===== config.mk =====
export PLATFORM = sky130hd
export DESIGN_NAME = updown_counter4
export DESIGN_NICKNAME = d
export VERILOG_FILES = /design/src/rtl/updown_counter4.sv
export SDC_FILE = /design/constraint.sdc
export NUM_CORES = 1
export LEC_CHECK = 0
export CAP_MARGIN = 20
export CORE_AREA = 2 2 39 41
export CTS_BUF_LIST = sky130_fd_sc_hd__clkbuf_4 sky130_fd_sc_hd__clkbuf_8 sky130_fd_sc_hd__clkbuf_16
export CTS_CLUSTER_DIAMETER = 100
export DETAILED_ROUTE_END_ITERATION = 7
export DIE_AREA = 0 0 41 43
export PLACE_DENSITY = 0.58
export SETUP_SLACK_MARGIN = 0.3
export SYNTH_ARGS = -nofsm -noshare
export SYNTH_HDL_FRONTEND = slang
export SYNTH_SLANG_ARGS = --single-unit
export TNS_END_PERCENT = 50

===== constraint.sdc =====
create_clock -name c -period 2.2 [get_ports c]
set_input_delay 0.66 -clock c [delete_from_list [all_inputs] [get_ports c]]
set_output_delay 0.66 -clock c [all_outputs]
set_load 0.01 [all_outputs]

===== src/rtl/updown_counter4.sv =====
// 4-bit loadable up/down counter with terminal count for cascading.
// Define BCD_MODE_EN to restrict the count range to 0..9 (default 0..15).

module DFlipFlopAResetLow (
  input  logic c,
  input  logic re,
  input  logic d,
  output logic q
);

  always_ff @(posedge c or negedge re) begin
    if (!re) q <= 1'b0;
    else     q <= d;
  end

endmodule

module updown_counter4 (
  input  logic       c,
  input  logic       re,
  input  logic       en,
  input  logic       ld,
  input  logic       up,
  input  logic [3:0] d,
  output logic [3:0] q,
  output logic [3:0] q_,
  output logic       tc
);

`ifdef BCD_MODE_EN
  localparam logic [3:0] MAX = 4'd9;
`else
  localparam logic [3:0] MAX = 4'd15;
`endif

  logic [3:0] q_next;

  // Up from MAX or above wraps to 0, so out-of-range BCD loads recover on the next up-count.
  always_comb begin
    q_next = q;
    if (ld) begin
      q_next = d;
    end else if (en) begin
      if (up) q_next = (q >= MAX) ? 4'd0 : q + 4'd1;
      else    q_next = (q == 4'd0) ? MAX : q - 4'd1;
    end
  end

  for (genvar i = 0; i < 4; i++) begin : g_bit
    DFlipFlopAResetLow u_ff (
      .c  (c),
      .re (re),
      .d  (q_next[i]),
      .q  (q[i])
    );
  end

  assign q_ = ~q;
  assign tc = en & ~ld & ((up & (q == MAX)) | (~up & (q == 4'd0)));

endmodule


==> flow_results.org, run 1 <==
** Route
- For this run, design rule violations remaining after detail routing come to 0.
- For this run, the detailed router's first-pass iteration total came to 4.
- Wire per inst :: 11.1 um
- The count of nets left with antenna violations once routing finished came out at 0.
- First DRT Iteration DRCs :: 9
- Total wirelength of the detailed-routed design :: approximately 1000 um
- Detailed-route via count :: 431
- Number of vias per cell after detailed routing :: between 4 and 5

** Power and ir drop
- Summed over all cells, the static leakage comes to about 0.34 nW.
- After layout, the design draws a total of ~0.37 mW.
- Dividing total power by cell area gives a power density of 526 mW/mm^2.
- IR analysis of the VDD net gives a maximum drop of between 300 and 400 uV.

** Timing
- In this run the tightest slew margin relative to its limit is 79.9%.
- For the pin with the worst max-slew slack, the measured transition is between 0.2 and 0.3 ns.
- Setup violations remaining at the end of the flow were counted as 0.
- Fmax :: about 480 MHz
- Across all hold checks on the routed design, the worst slack comes to 0.626 ns.
- Unrepaired setup endpoints after global routing :: true
- For the final routed database, the setup TNS stands at 0 ns.
- The clock period could shrink to between 2 and 2.5 ns.
- Clock skew on the completed layout was measured at between 0.001 and 0.0015 ns.
- In the finished design, the share of the clock period the worst path needs comes to between 90% and 100%.
- Hold Violations, Final :: 0
- The final number of max-transition violations came to 0.

** Run
- The tool flagged a number of max-cap violations equal to 0.

** Floorplanning
- Initial cell density of the core :: 26.9%
- After floorplanning, the core was divided into 14 placement rows.
- The floorplan step defined a core boundary enclosing between 0.001 and 0.0015 mm^2.
- Overall die width :: 41 um
- The die is around 43 um tall.
- Overall die area :: 0.00176 mm^2
- For this design the top-level I/O count stands at 18.

** Global routing
- The via count of the first global-routing pass is about 390.
- The first global-routing pass estimated ~1600 um of wire.
- GRT Util Overall :: 13.4%
- Overflow left after global routing :: 0
- Initial antenna violation count :: 0
- Entering global routing, the biggest net connects 9 pins.

** Clock network
- # clock sinks :: 4
- Root Driver :: sky130_fd_sc_hd__clkbuf_4
- In this run the number of H-tree levels came out at 1.
- Clock-pin slew was measured on the worst setup and hold paths at roughly 0.040 ns.
- TritonCTS built the clock tree.
- The number of clock buffers added by TritonCTS is 3.
- Number of buffers between clock root and the deepest sink :: 2
- Clk Latency, worst-skew pair :: roughly 0.23 ns

** Critical path
- Startpoint Class :: flip-flop
- Flop2flop setup slack :: ~0.54 ns
- By instance count, the cell type seen most on the critical path is sky130_fd_sc_hd__nor2b_1.
- Critical Path Fanout Max :: 4
- In this run the worst setup path begins at g_bit[0].u_ff.q.
- The slowest stage of the critical path is the sky130_fd_sc_hd__dfrtp_1 cell.
- Delay of the slowest cell on the worst path :: 0.41 ns
- Data arrival, critical path :: around 1.4 ns
- Launch instance of the worst register-to-register path :: g_bit[0].u_ff.q
- Together, buffers and inverters on the worst path number 2.
- Kind of cell with the highest combined delay on the critical path :: flip-flops
- The critical path in this run is classified as flip-flop to output pin.
- The signal on the critical path passes through inv_2, ha_4, nor4b_4, nor2b_1, nor2b_1, buf_2.
- CP Capture Type :: output pin
- For the worst setup path, the data required time is approximately 1.5 ns.

** Yosys
- Synthesis produced between 40 and 50 cells.
- Async set or reset register ratio after synthesis :: 100%
- Primary FF master, synth :: sky130_fd_sc_hd__dfrtp_1
- Number of flops mapped to enable cells by yosys :: 0
- Number of library cell types mapped by synthesis :: 28
- Warnings, synthesis :: 0
- Sequential share of the synthesized area :: 26.9%
- Register bit total from synthesis :: 4
- Total nets after synthesis :: between 50 and 60
- Per-instance average area after synthesis :: ~8.4 um^2
- Area of the mapped netlist :: roughly 370 um^2

** Layout
- The area growth from synthesis to layout is 88.9%.
- The library cells used most frequently in the layout, excluding fill and tap cells, are sky130_fd_sc_hd__buf_4 (17), sky130_fd_sc_hd__clkdlybuf4s50_1 (7), sky130_fd_sc_hd__dlygate4sd2_1 (6).
- The largest registers in the layout are g_bit.u_ff.q: 4 flops.
- Share of final-layout standard cells stronger than drive strength 1 :: slightly below 40%
- Ranked by flip-flop count, first place goes to g_bit.u_ff.q.
- Flip-flop count of the largest register, all copies and words added :: 4
- Total Nets Final :: between 80 and 90
- Most common cell after layout, fill and taps aside :: sky130_fd_sc_hd__buf_4
- Antenna cells :: 0

** Placed design
- Once detailed placement completed, the half-perimeter wirelength came to ~780 um.
- Weighted congestion at the end of routability-driven global placement :: between 0.7 and 0.8
- IO Port Bufs :: 17

** Worst hold path
- The worst hold path belongs to the class input port to asynchronous set/reset pin.

** Status
- Status :: finished, final reports clean
==> power breakdown <==
part	switching, mW	internal [mW]
registers	0.0139	0.0841
clock network	0.0276	0.0609
logic	0.0728	0.110
==> synthesized netlist by cell type, types with 2 or more instances <==
| master | n | area [um^2] |
|---|---|---|
| sky130_fd_sc_hd__ha_1 | 2 | 25.0 |
| sky130_fd_sc_hd__nor2b_1 | 3 | 18.8 |
| sky130_fd_sc_hd__nand2b_1 | 2 | 12.5 |
| sky130_fd_sc_hd__inv_1 | 5 | 18.8 |
| sky130_fd_sc_hd__dfrtp_1 | 4 | 100 |
| sky130_fd_sc_hd__buf_4 | 4 | 30.0 |
| sky130_fd_sc_hd__a21oi_1 | 2 | 10.0 |
| sky130_fd_sc_hd__a31oi_1 | 2 | 12.5 |
==> kinds of logic after synthesis <==
group	Yosys count	synth area share, %
compound gates	12	22.6
xor+xnor	1	2.36
fa+ha+maj	2	6.73
buf+inv	10	14.1
flops	4	26.9
mux	2	5.72
simple gates	13	21.5
==> cell type report <==
cell class	count	area, um^2
flip-flops and latches	4	101
multi-input cells	30	254
well taps	16	20.0
repair buffers	34	285
inverters	5	18.8
clock buffers	3	22.5
fillers	136	682
==> worst register-to-register path, stage by stage, from the launching register on <==
cell and delay [ns]:
sky130_fd_sc_hd__dfrtp_1 0.41, sky130_fd_sc_hd__buf_4 0.15, sky130_fd_sc_hd__buf_4 0.13, sky130_fd_sc_hd__or4_1 0.49
sky130_fd_sc_hd__a21o_1 0.19, sky130_fd_sc_hd__a31oi_1 0.19
==> path summary, 6_finish.rpt <==
check	end	cells past startpoint
worst max-delay path	tc	6
worst min-delay path	g_bit[1].u_ff.q	1
worst max register to register	g_bit[3].u_ff.q	5
worst min register to register	g_bit[1].u_ff.q	2
max in group asynchronous	g_bit[3].u_ff.q	1
min in group c	g_bit[1].u_ff.q	2
==> per-stage QoR <==
step / setup slack [ns] / instances / instance area [um^2] / utilization, %
2_1_floorplan: 0.324 / 44 / 387 / -
3_5_place_dp: -0.643 / 84 / 633 / 45.8
6_report: 0.126 / 92 / 702 / 50.7
5_1_grt: 0.0424 / 92 / 702 / 50.7
3_3_place_gp: -0.640 / 84 / 633 / 45.8
4_1_cts: 0.0804 / 88 / 661 / 47.7
==> routing by layer <==
layer,GRT usage [%],vias up,part of all wire (%)
met5,0,-,0
met4,6.00,0,0
met3,3.14,0,6.8
met2,18.1,13,51
met1,19.6,196,42
li1,-,222,-
==> what timing repair did <==
action	4_1_cts	5_1_grt
hold buffers	0	0
setup endpoints to repair	10	5
pin swaps	1	1
endpoints found under the hold margin	0	0
buffers inserted	1	4
gates cloned	0	0
gates resized for setup	16	7
Power figures use the tool's default switching activity.
==> run 2: changes to the inputs <==
--- a/config.mk
+++ b/config.mk
@@ -5,13 +5,13 @@
 export SDC_FILE = /design/constraint.sdc
 export NUM_CORES = 1
 export LEC_CHECK = 0
-export CAP_MARGIN = 20
+export CAP_MARGIN = 10
 export CORE_AREA = 2 2 39 41
 export CTS_BUF_LIST = sky130_fd_sc_hd__clkbuf_4 sky130_fd_sc_hd__clkbuf_8 sky130_fd_sc_hd__clkbuf_16
 export CTS_CLUSTER_DIAMETER = 100
 export DETAILED_ROUTE_END_ITERATION = 7
 export DIE_AREA = 0 0 41 43
-export PLACE_DENSITY = 0.58
+export PLACE_DENSITY = 0.59
 export SETUP_SLACK_MARGIN = 0.3
 export SYNTH_ARGS = -nofsm -noshare
 export SYNTH_HDL_FRONTEND = slang
==> run 2 against run 1 <==
  * Maximum frequency up 2.2%
  * Die area unchanged
  * Non-clock buffer count down 2
  * Routed wire length up 1.7%
  * Critical endpoint unchanged
  * Register-to-register slack better by 0.03 ns
  * First-iteration DRC count up 56%
  * Clock skew up 0.0013 ns
  * Final cell count down 2.2%
  * Combinational power up 2%
  * Utilization up 0.27 points
  * Sequential share of layout area down 0.077 points
  * Setup slack better by 0.044 ns
==> flow_results.org, run 2 (same netlist as run 1, synthesis figures left out) <==
** Worst hold path
- The min-delay analysis places its worst path in the category input port to asynchronous set/reset pin.

** Critical path
- Data arrival, critical path :: 1.37 ns (-0.04 ns)
- The worst setup path is captured at an output pin.
- Startpoint Class :: flip-flop
- The worst reg-to-reg setup slack was 0.57 ns (+0.03 ns).
- The required time of the critical path came to 1.54 ns (about the same).
- The critical path is of the flip-flop to output pin type.
- The number of cells traversed by the worst register-to-register path is 5 (unchanged).
- The maximum fanout count along the critical path was 3 (-1).

** Global routing
- The global routing usage summed across all routing layers was 13.5% (+0.087 points).
- The pin count of the biggest net entering global routing came to 9 (unchanged).
- Number of global-route vias before repair :: 416 (+7.2%)
- Wire length of the first global-routing pass :: 1600 um (-0.44%)
- Overflow left after global routing :: 0 (unchanged)
- The number of antenna violations at the first check in global routing is 0 (unchanged).

** Layout
- Compared with the post-synthesis result, the final layout area differs by 89.9%.
- Final instance count without filler cells :: 90 (-2.2%)
- The number of flip-flops under the largest register name came to 4 (unchanged).
- The count of inserted antenna diode cells came to 0 (unchanged).
- The post-route cell area is 706 um^2 (+0.53%).
- Register ranked first by flip-flop count :: g_bit.u_ff.q
- The largest registers in the layout are g_bit.u_ff.q: 4 flops.
- The fraction of final layout cells with drive strength greater than 1 is 40.5% (+1.1 points).
- The number of nets in the layout is 87 (-2.2%).
- Most common cell after layout, fill and taps aside :: sky130_fd_sc_hd__buf_4
- The library cells used most frequently in the layout, excluding fill and tap cells, are sky130_fd_sc_hd__buf_4 (14), sky130_fd_sc_hd__clkdlybuf4s50_1 (7), sky130_fd_sc_hd__dlygate4sd2_1 (6).
- The post-layout utilization of the core is 51.0% (+0.27 points).

** Timing
- Fmax :: 493 MHz (+2.2%)
- Tmin final :: 2.03 ns (-0.0441 ns)
- The largest clock skew in the final design was 0.00241 ns (+0.00127 ns).
- Hold Violations, Final :: 0 (unchanged)
- Worst-case headroom to the max-slew limit :: 78.0% (-1.9 points)
- The worst hold-check slack was 0.627 ns (+0.00144 ns).
- Setup repair after global routing could not meet its margin everywhere.
- The final count of negative-setup-slack endpoints is 0 (unchanged).
- Number of pins exceeding their max-slew limit in the final report :: 0 (unchanged)
- Transition time of the tightest slew-check pin :: 0.325 ns (+0.0277 ns)
- The final worst-path cycle share is 92.2% (-2.0 points).

** Floorplanning
- The chip height was 43 um (unchanged).
- Initial cell density of the core :: 26.9% (unchanged)
- Site Rows :: 14 (unchanged)
- Std-Cell Core Area :: 0.00138 mm^2 (unchanged)
- The horizontal extent of the die came to 41 um (unchanged).
- The number of placed I/O pins was 18 (unchanged).
- The area of the die was 0.00176 mm^2 (unchanged).

** Clock network
- The deepest clock path buffer count came to 2 (unchanged).
- TritonCTS built the clock tree.
- Clk Latency, worst-skew pair :: 0.23 ns (about the same)
- The total clock buffers created by CTS came to 3 (unchanged).
- The clock sink count is 4 (unchanged).
- The CTS clock-pin slew for the worst setup and hold paths was 0.04 ns (about the same).
- H-tree levels :: 1 (unchanged)
- Root Driver :: sky130_fd_sc_hd__clkbuf_4
- Hold-fix buffer count after cts :: 0 (unchanged)

** Placed design
- Placed instance area :: 633 um^2 (unchanged)
- Post-detail-place hpwl :: 804 um (+3.0%)
- The count of port buffers added during placement came to 17 (unchanged).
- The weighted congestion at the end of routability-driven global placement was 0.718 (-2.8%).
- Number of placed instances with taps included :: 84 (unchanged)

** Route
- Antenna-violating nets left :: 0 (unchanged)
- The number of design-rule violations left by the first detailed-router iteration is 14 (+5).
- DR DRC count :: 0 (unchanged)
- Total wirelength of the detailed-routed design :: 1040 um (+1.7%)
- The number of iterations in the first detailed-routing pass is 4 (unchanged).
- Detailed-route via count :: 428 (-0.70%)
- Number of vias per cell after detailed routing :: 4.76 (+1.5%)
- The detailed-route wire length per cell came to 11.5 um (+3.9%).

** Power and ir drop
- The register share of total power is 26.1% (-0.4 points).
- Power spent charging and discharging nets :: 0.119 mW (+3.8%)
- The net switching fraction of the power is 31.7% (+0.77 points).
- The power per cell area is 530 mW/mm^2 (+0.75%).
- Combinational fraction of design power :: 49.9% (+0.4 points)
- Internal Pwr Total :: 0.255 mW (+0.15%)
- Lkg Pwr :: 0.337 nW (-1.4%)
- Clk pwr share :: 24.0% (about the same)
- The largest voltage drop on the vdd net is 376 uV (+13%).

** Run
- Number of maximum-capacitance constraint violations :: 0 (unchanged)

** Status
- Status :: finished, final reports clean
-- run 2: changes by cell type in the layout (fill, tap and decap cells not counted), sizes merged --
cell	before	now
buf	19	17
-- run 2: power groups by stage --
stage	sequential, mW	combinational, mW	clock [mW]
floorplan	0.101	0.0803	0
global placement	0.0979	0.171	0
detailed placement	0.0982	0.173	0
CTS	0.0961	0.171	0.0959
global route	0.0994	0.206	0.0957
finish	0.0978	0.187	0.0896
-- run 2: critical path, cell delays in order (launching register included) --
cell                      delay (ns)
sky130_fd_sc_hd__dfrtp_1        0.41
sky130_fd_sc_hd__inv_2          0.09
sky130_fd_sc_hd__ha_4           0.12
sky130_fd_sc_hd__nor4b_4        0.22
sky130_fd_sc_hd__nor2b_2        0.06
sky130_fd_sc_hd__nor2b_1        0.10
sky130_fd_sc_hd__buf_2          0.13
-- run 2: final cells by class --
type / instances / area, um^2
clock buffer: 3 / 22.5
sequential: 4 / 101
fill: 140 / 678
inverter: 5 / 18.8
timing repair buffer: 32 / 274
multi-input combinational: 30 / 269
tap: 16 / 20.0
-- run 2: final timing paths --
check | startpoint | to
worst max-delay path | g_bit[1].u_ff.q | tc
worst min-delay path | re | g_bit[2].u_ff.q
worst max register to register | g_bit[1].u_ff.q | g_bit[3].u_ff.q
worst min register to register | g_bit[1].u_ff.q | g_bit[1].u_ff.q
max in group asynchronous | re | g_bit[3].u_ff.q
min in group c | g_bit[1].u_ff.q | g_bit[1].u_ff.q
-- run 2: routing by layer --
layer,part of all wire [%],global-route usage (%),up-vias
li1,-,-,215
met1,43,16.9,196
met2,51,20.9,17
met3,6.6,1.57,0
met4,0,8.00,0
met5,0,0,-
-- run 2: timing repair --
| item | CTS | global route |
|---|---|---|
| pin swaps | 1 | 2 |
| buffers inserted | 1 | 2 |
| gates resized for setup | 16 | 11 |
| setup endpoints to repair | 10 | 6 |
-- run 2: stage by stage --
stage | setup TNS, ns | power (mW) | setup WS [ns]
after floorplan | 0 | 0.181 | 0.324
after global placement | -0.680 | 0.269 | -0.637
after detailed placement | -0.689 | 0.271 | -0.643
after CTS | 0 | 0.363 | 0.0764
after global routing | 0 | 0.401 | 0.0832
final | 0 | 0.374 | 0.171
